**src/rtl/tdm_mux_param_if.sv**
```systemverilog
// Bus bundle for the parametrised TDM multiplexer: lane inputs and control in, serialised stream out.
interface tdm_mux_param_if #(
    parameter int unsigned WIDTH    = 2,
    parameter int unsigned CHANNELS = 4,
    parameter int unsigned SEL_W    = 2,
    parameter int unsigned DWELL_W  = 4
);
    logic                      en;
    logic [CHANNELS-1:0]       ch_mask;
    logic [DWELL_W-1:0]        dwell;
    logic [CHANNELS*WIDTH-1:0] in_bus;
    logic [WIDTH-1:0]          out;
    logic [SEL_W-1:0]          sel;
    logic                      out_valid;
    logic                      frame_start;

    modport master (
        output en, ch_mask, dwell, in_bus,
        input  out, sel, out_valid, frame_start
    );

    modport slave (
        input  en, ch_mask, dwell, in_bus,
        output out, sel, out_valid, frame_start
    );
endinterface

```
**src/rtl/tdm_mux_param.sv**
```systemverilog
// Parametrised TDM multiplexer: rotates over enabled lanes with a programmable slot dwell,
// emitting a registered lane value, its index, a valid flag and a frame-start strobe.
module tdm_mux_param #(
    parameter int unsigned WIDTH    = 2,
    parameter int unsigned CHANNELS = 4,
    parameter int unsigned SEL_W    = 2,
    parameter int unsigned DWELL_W  = 4
) (
    input  logic           clk,
    input  logic           rst,
    tdm_mux_param_if.slave bus
);

    typedef enum logic {IDLE, RUN} state_e;

    state_e             state_q, state_d;
    logic [WIDTH-1:0]   out_q, out_d;
    logic [SEL_W-1:0]   sel_q, sel_d;
    logic               valid_q, valid_d;
    logic               fs_q, fs_d;
    logic [DWELL_W-1:0] cnt_q, cnt_d;
    logic [DWELL_W-1:0] dwell_q, dwell_d;

    logic               go;
    logic [SEL_W-1:0]   first_sel;
    logic [SEL_W-1:0]   next_sel;

    // Index of the lowest set mask bit (0 when the mask is empty).
    function automatic logic [SEL_W-1:0] lowest_set(input logic [CHANNELS-1:0] m);
        logic [SEL_W-1:0] r;
        r = '0;
        for (int i = int'(CHANNELS) - 1; i >= 0; i--) begin
            if (m[i]) r = SEL_W'(i);
        end
        return r;
    endfunction

    // Next set mask bit strictly above cur, wrapping to the lowest set bit.
    function automatic logic [SEL_W-1:0] next_set(input logic [CHANNELS-1:0] m,
                                                   input logic [SEL_W-1:0]    cur);
        logic [SEL_W-1:0] r;
        logic             found;
        r     = lowest_set(m);
        found = 1'b0;
        for (int i = 0; i < int'(CHANNELS); i++) begin
            if (!found && m[i] && (i > int'(cur))) begin
                r     = SEL_W'(i);
                found = 1'b1;
            end
        end
        return r;
    endfunction

    // Extract lane s from the packed input bus.
    function automatic logic [WIDTH-1:0] lane(input logic [CHANNELS*WIDTH-1:0] b,
                                              input logic [SEL_W-1:0]          s);
        int unsigned base;
        base = 32'(s) * WIDTH;
        return b[base +: WIDTH];
    endfunction

    // State and datapath registers; reset clears everything asynchronously.
    always_ff @(posedge clk or negedge rst) begin
        if (!rst) begin
            state_q <= IDLE;
            out_q   <= '0;
            sel_q   <= '0;
            valid_q <= 1'b0;
            fs_q    <= 1'b0;
            cnt_q   <= '0;
            dwell_q <= '0;
        end else begin
            state_q <= state_d;
            out_q   <= out_d;
            sel_q   <= sel_d;
            valid_q <= valid_d;
            fs_q    <= fs_d;
            cnt_q   <= cnt_d;
            dwell_q <= dwell_d;
        end
    end

    // Next-state logic: start/stop, slot counting, end-of-slot or aborted-slot rotation.
    always_comb begin
        state_d   = state_q;
        out_d     = out_q;
        sel_d     = sel_q;
        valid_d   = valid_q;
        fs_d      = 1'b0;
        cnt_d     = cnt_q;
        dwell_d   = dwell_q;
        go        = bus.en && (bus.ch_mask != '0);
        first_sel = lowest_set(bus.ch_mask);
        next_sel  = next_set(bus.ch_mask, sel_q);

        case (state_q)
            IDLE: begin
                valid_d = 1'b0;
                if (go) begin
                    state_d = RUN;
                    sel_d   = first_sel;
                    out_d   = lane(bus.in_bus, first_sel);
                    valid_d = 1'b1;
                    fs_d    = 1'b1;
                    cnt_d   = '0;
                    dwell_d = bus.dwell;
                end
            end
            RUN: begin
                if (!go) begin
                    // Stopping wins over any slot boundary on the same edge.
                    state_d = IDLE;
                    valid_d = 1'b0;
                end else if ((cnt_q == dwell_q) || !bus.ch_mask[sel_q]) begin
                    // Slot end, or the current lane was masked off mid-slot.
                    sel_d   = next_sel;
                    out_d   = lane(bus.in_bus, next_sel);
                    fs_d    = (next_sel == first_sel);
                    cnt_d   = '0;
                    dwell_d = bus.dwell;
                end else begin
                    cnt_d = cnt_q + DWELL_W'(1);
                    out_d = lane(bus.in_bus, sel_q);
                end
            end
            default: state_d = IDLE;
        endcase
    end

    assign bus.out         = out_q;
    assign bus.sel         = sel_q;
    assign bus.out_valid   = valid_q;
    assign bus.frame_start = fs_q;

endmodule

```
**src/flat_wrapper.sv**
```systemverilog
// flat-port wrapper written by rule: the top's interface ports become plain ports
module tdm_mux_param_flat 
#(
    parameter int unsigned WIDTH    = 2,
    parameter int unsigned CHANNELS = 4,
    parameter int unsigned SEL_W    = 2,
    parameter int unsigned DWELL_W  = 4
)
  (clk, rst, bus_en, bus_ch_mask, bus_dwell, bus_in_bus, bus_out, bus_sel, bus_out_valid, bus_frame_start);
  tdm_mux_param_if #(.WIDTH(WIDTH), .CHANNELS(CHANNELS), .SEL_W(SEL_W), .DWELL_W(DWELL_W)) bus_i ();
  input  logic clk;
  input  logic rst;
  input wire logic [$bits(bus_i.en)-1:0] bus_en;
  input wire logic [$bits(bus_i.ch_mask)-1:0] bus_ch_mask;
  input wire logic [$bits(bus_i.dwell)-1:0] bus_dwell;
  input wire logic [$bits(bus_i.in_bus)-1:0] bus_in_bus;
  output wire logic [$bits(bus_i.out)-1:0] bus_out;
  output wire logic [$bits(bus_i.sel)-1:0] bus_sel;
  output wire logic [$bits(bus_i.out_valid)-1:0] bus_out_valid;
  output wire logic [$bits(bus_i.frame_start)-1:0] bus_frame_start;
  assign bus_i.en = bus_en;
  assign bus_i.ch_mask = bus_ch_mask;
  assign bus_i.dwell = bus_dwell;
  assign bus_i.in_bus = bus_in_bus;
  assign bus_out = bus_i.out;
  assign bus_sel = bus_i.sel;
  assign bus_out_valid = bus_i.out_valid;
  assign bus_frame_start = bus_i.frame_start;
  tdm_mux_param #(.WIDTH(WIDTH), .CHANNELS(CHANNELS), .SEL_W(SEL_W), .DWELL_W(DWELL_W)) u_core (.clk(clk), .rst(rst), .bus(bus_i));
endmodule
```
**config.mk**
```make
export PLATFORM = sky130hd
export DESIGN_NAME = tdm_mux_param_flat
export DESIGN_NICKNAME = d
export VERILOG_FILES = /design/src/rtl/tdm_mux_param_if.sv /design/src/rtl/tdm_mux_param.sv /design/src/flat_wrapper.sv
export SDC_FILE = /design/constraint.sdc
export NUM_CORES = 1
export LEC_CHECK = 0
export BUFFER_PORTS_ARGS = -buffer_cell sky130_fd_sc_hd__buf_2
export CAP_MARGIN = 40
export CORE_AREA = 10 10 49 61
export CTS_CLUSTER_SIZE = 10
export DETAILED_ROUTE_END_ITERATION = 6
export DIE_AREA = 0 0 59 71
export GPL_TIMING_DRIVEN = 0
export PLACE_DENSITY = 0.72
export SLEW_MARGIN = 20
export SYNTH_ARGS = -nofsm -noshare
export SYNTH_HDL_FRONTEND = slang
export SYNTH_SLANG_ARGS = --single-unit
```
**constraint.sdc**
```tcl
create_clock -name clk -period 2.6 [get_ports clk]
set_input_delay 0.52 -clock clk [delete_from_list [all_inputs] [get_ports clk]]
set_output_delay 0.52 -clock clk [all_outputs]
set_load 0.005 [all_outputs]
```
# After elaboration in Yosys (flattened, before gate mapping)
# Index checks and enable logic that the tools add are counted.
# W data, S select, Z words.
[totals]
regBits = 15
input_bits = 19
output_inout_bits = 6
word_cells = 68
[classes]
n_addsub = 1
n_lt_le_gt_ge = 4
eq_ne = 6
n_shift = 3
mux = 33
bitwise_logic = 1
reduce_logical = 13
[ops]
columns = ["cell", "count"]
rows = [
  ["$mux W2", 13],
  ["$mux W4", 6],
  ["$shiftx A8 B4 Y2", 3],
  ["$pmux W4 S2", 2],
  ["$pmux W2 S2", 2],
  ["$mux W1", 7],
  ["$logic_and A1 B1 Y1", 6],
  ["$ne A2 B2 Y1 const B", 3],
  ["$add A4 B1 Y4 const B", 1],
  ["$eq A4 B4 Y1", 1],
  ["$gt A2 B2 Y1 const A", 2],
  ["$pmux W1 S2", 2],
  ["$reduce_bool A4 Y1", 1],
  ["$logic_not A1 Y1", 3],
  ["$lt A2 B3 Y1 const B", 1],
  ["$reduce_and A3 Y1", 1],
  ["$bmux W1 S2", 1],
  ["$eq A2 B2 Y1", 1],
  ["$gt A1 B2 Y1 const A", 1],
  ["$ne A2 B1 Y1 const B", 1],
  ["$reduce_and A2 Y1", 1],
  ["$logic_or A1 B1 Y1", 1],
  ["$not A1 Y1", 1],
]

# Longest topological paths before layout
[depth]
word_depth = 15
mapped_depth = 8
depth_no_buf = 7

# Worst setup path after synthesis
# Ideal clock, no wire load.
[synth_timing]
path_type = "register to register"
start = "register u_core.sel_q[0], in the netlist u_core.bus.sel[0]"
end = "register u_core.out_q[0], in the netlist u_core.bus.out[0]"
setup_time_ps = 125
arrival_time_ps = 1992
required_ps = 2475
slack_ps = 483
path_stages_with_launch = 9
n_path_buf = 2
period_less_slack_ps = 2117
cell_sequence = "dfrtp_1 > buf_6 > mux2i_1 > nand2_1 > and3_1 > buf_6 > mux2_4 > mux4_2 > mux2_2"
[synth_between]
elab_chain_cells = 15
word_cells_on_any_way = 24
cone_classes = "order compare: 3; shift: 2; mux: 10; reduce/logical: 9"
[synth_rtl]
columns = ["element", "line_no", "text"]
rows = [
  ["start: declaration", "tdm_mux_param.sv:18", "logic [SEL_W-1:0] sel_q, sel_d;"],
  ["start signal: assignment", "tdm_mux_param.sv:75", "sel_q <= sel_d;"],
  ["$gt A1 B2 Y1", "tdm_mux_param.sv:46", "if (!found && m[i] && (i > int'(cur))) begin"],
  ["$logic_and A1 B1 Y1", "tdm_mux_param.sv:46", ""],
  ["$mux W1", "tdm_mux_param.sv:46", ""],
  ["$logic_not A1 Y1", "tdm_mux_param.sv:46", ""],
  ["$logic_and A1 B1 Y1 (2 in a row)", "tdm_mux_param.sv:46", ""],
  ["$mux W1", "tdm_mux_param.sv:46", ""],
  ["$logic_not A1 Y1", "tdm_mux_param.sv:46", ""],
  ["$logic_and A1 B1 Y1 (2 in a row)", "tdm_mux_param.sv:46", ""],
  ["$mux W2", "tdm_mux_param.sv:46", ""],
  ["$shiftx A8 B4 Y2", "tdm_mux_param.sv:59", "return b[base +: WIDTH];"],
  ["$mux W2 (*)", "tdm_mux_param.sv:114", "end else if ((cnt_q == dwell_q) || !bus.ch_mask[sel_q]) begin"],
  ["$mux W2 (*)", "tdm_mux_param.sv:110", "if (!go) begin"],
  ["$pmux W2 S2 (*)", "tdm_mux_param.sv:96", "case (state_q)"],
  ["end signal: assignment", "tdm_mux_param.sv:74", "out_q <= out_d;"],
  ["end: declaration", "tdm_mux_param.sv:17", "logic [WIDTH-1:0] out_q, out_d;"],
]
# Every way passes the cells marked *; elsewhere a longest branch is shown, timed or not. The select of a mux whose other input is x is not followed.
# A chain may end at the register's enable or synchronous reset.

# Worst setup path after layout
# Ends and elaborated chain as after synthesis.

==> run summary <==
The logs give 2.40 ns for the arrival time reported for the critical path endpoint and 900 µm² for the synthesized cell area. For the count of non-filler cells in the finished layout, the log shows 140. Summed over all layers, the routed wires come to 2010 µm. For the maximum level of the CTS H-tree, the log shows 1. No sink is reached through more buffers than the 2 on the longest clock path. Measured against its own limit, the worst slew margin works out to 56.9%. The logs give 0 for the residual overflow from global routing and 0.510 nW for the reported leakage power.

By instance count, the leading cell after synthesis is dfrtp_1. The worst setup path is of the reg -> reg kind. After synthesis, the share of flip-flops with an asynchronous set or reset is 100%.

The maximum fanout count along the critical path was 7. Yosys attributes the largest share of cell area to dfrtp_1, mux2_1, mux4_2. The run gives 0.509 mV as the maximum ir drop on the vdd rail.

Setup repair after global routing left no endpoint under its margin. Summing over every cut layer, the via total after detailed routing is 763. The clock sink count came out at 15. The worst register-to-register path begins at u_core.bus.sel[0]. The die covers 4190 µm².

For the residual DRC count, the log shows 0. Derived from the worst setup path, the maximum achievable clock frequency is 448 MHz. Tracing the worst setup path back leads to its startpoint at u_core.bus.sel[0]. The congestion estimate from routability-driven global placement came to 0.852. The number of buffer cells added on primary ports came out at 24.

The core footprint was 1890 µm². The die height works out to 71 µm. The tools report the number of rows in the core area as 18. The post-synthesis net count is 112. The clock root buffer master is clkbuf_4.

During synthesis, Yosys emitted a total of 0 warnings. The number of setup violations in the final report came out at 0. Cells fill 56.6% of the core in the end. The final critical path time including I/O delays and setup was 2.23 ns; the HPWL reported at the end of detailed placement was 1650 µm. The ratio of total power to cell area was 843 nW/µm²; the number of buffers inserted during clock tree synthesis was 3. Final-report hold violation count: 0. The final antenna diode count came out at 0. The number of global-route vias before repair is 863. Across all hold checks on the routed design, the worst slack comes to 0.129 ns.

In the synthesized netlist, the cells that appear most often are dfrtp_1, nand2_1, a21oi_1, nor2_1, inv_1. The starting density of the core was 47.6%. In this run the biggest area consumer among cell types represents 41.7% of the synthesized area. Total of cells resized after clock tree synthesis: 0.

The number of pins exceeding their max-slew limit in the final report is 0. After the first detailed-routing iteration, the DRC count stood at 6. Count of boundary I/O pins: 25. In this run, placement finished with an instance count of 136.

TritonCTS built the clock tree. The average cell area after synthesis is 9.78 µm². Entering global routing, the biggest net connects 16 pins.

The run finished with clean final reports. Of the available clock period, the critical path in the final layout requires 85.9%. The largest total area in the synthesized netlist belongs to dfrtp_1. Dividing the detail-routed via count by the number of cells gives 5.45.

The number of distinct library cell variants in the gate-level netlist after synthesis was 33; the post-route cell area was 1070 µm². The number of antenna violations at the first check in global routing was 0. After the last flow step, the layout net total stands at 141. The worst setup path is captured at a flip-flop. Across every metal layer, demand over resource in global routing totals 10.3%. The die is 59 µm wide.

The wire length per cell is 14.4 µm, and the transition time of the tightest slew-check pin is 0.647 ns. Number of max-capacitance violations reported: 0. Counting flops and latches in the post-synthesis netlist gives 15. Summing the sequential cell areas from Yosys gives 41.7% of the chip area. The detail route stage leaves a number of antenna-violating nets equal to 0.

After technology mapping, the gate count stands at 92. The tools report the number of search-and-repair iterations in the first detailed-routing pass as 4. Summing all placed instances gives a cell area of 1040 µm².

The clock arrives with 0.00164 ns of skew. The clock slew at the register clock pins of the worst setup and hold paths was 0.08 ns. The layout overhead on the synthesized area is 19.1%. The min-delay analysis places its worst path in the category in -> async. The number of flops mapped to enable cells by yosys was 0. The critical path launch point type is a flip-flop. The run gives 0 as the number of buffers inserted for hold repair after clock tree synthesis. At the worst endpoint, the required time is 2.76 ns. The clock latency on the worst-skew pair was 0.27 ns. Buffers added to address setup during post-CTS repair amount to 0. Adding up every negative setup slack in the final design gives 0 ns. The worst register-to-register path has a depth of 8. In the synthesized netlist the dominant register cell turns out to be dfrtp_1. The first-pass GRT wire length is 3540 µm. The share of post-route cells with drive strength above 1 is 29.2%, and the reg2reg setup slack is 0.37 ns.
## cells in the final DEF (no fill, tap or decap), types with 2 or more instances in the layout
master and instances:
buf_2 25, dfrtp_1 15, nand2_1 10, nor2_1 8, a21oi_1 8, inv_1 5
xnor2_1 4, o21ai_0 4, mux2_1 4, mux2i_1 3, nand2b_1 3, nand3_1 3
clkbuf_4 3, buf_6 2, clkbuf_1 2, mux4_2 2, mux2_2 2
## worst max-delay path, cell delays in order, from the launching register on
cell,delay (ns)
dfrtp_1,0.36
buf_6,0.13
mux2i_1,0.24
nand2_1,0.07
and3_1,0.17
buf_6,0.13
mux2_4,0.31
mux4_2,0.42
mux2_2,0.28
## final cells by class
cell class | count | area (µm²)
repair buffers | 24 | 120
fillers | 185 | 821
plain buffers | 4 | 31.3
clock buffers | 4 | 26.3
inverters | 5 | 18.8
flip-flops and latches | 15 | 375
well taps | 20 | 25.0
multi-input cells | 68 | 474
## per-layer routing
layer	global-route usage, %	routed length (µm)	up-vias
li1	-	-	385
met1	9.52	743	367
met2	19.1	1160	9
met3	3.21	90	2
met4	5.37	20	0
met5	0	0	-
## registers in the layout (all words and copies together), names as in the netlist
signal and count:
u_core.dwell_q 4, u_core.bus.sel 2, u_core.bus.out 2, u_core.bus.frame_start 1, u_core.bus.out_valid 1, u_core.cnt_q 4, u_core.state_q 1
## through the flow
| stage | setup WS (ns) | total power [mW] |
|---|---|---|
| 2_1_floorplan | 0.483 | 0.663 |
| 3_3_place_gp | 0.273 | 0.771 |
| 3_5_place_dp | 0.248 | 0.787 |
| 4_1_cts | 0.354 | 0.917 |
| 5_1_grt | 0.261 | 0.980 |
| 6_report | 0.366 | 0.903 |
## worst paths after layout
kind	endpoint
min in group clk	u_core.dwell_q[2]
setup / recovery	u_core.bus.out[0]
hold / removal	u_core.cnt_q[2]
max in group asynchronous	u_core.dwell_q[3]
setup reg to reg	u_core.bus.out[0]
hold reg to reg	u_core.bus.out[1]
## report_power, final
group | internal (mW) | switching [mW]
Sequential | 0.299 | 0.0432
Clock | 0.0595 | 0.0686
Combinational | 0.231 | 0.202
## kinds of logic after synthesis
logic type	Yosys count	synth area share, %
AND/OR/NAND/NOR	29	14.7
adder cells (fa/ha/maj)	1	1.39
flip-flops	15	41.7
AO/OA/AOI/OAI	22	15.2
buffers and inverters	9	5.56
multiplexers	12	17.5
XOR/XNOR	4	3.89
Power figures use the tool's default switching activity.
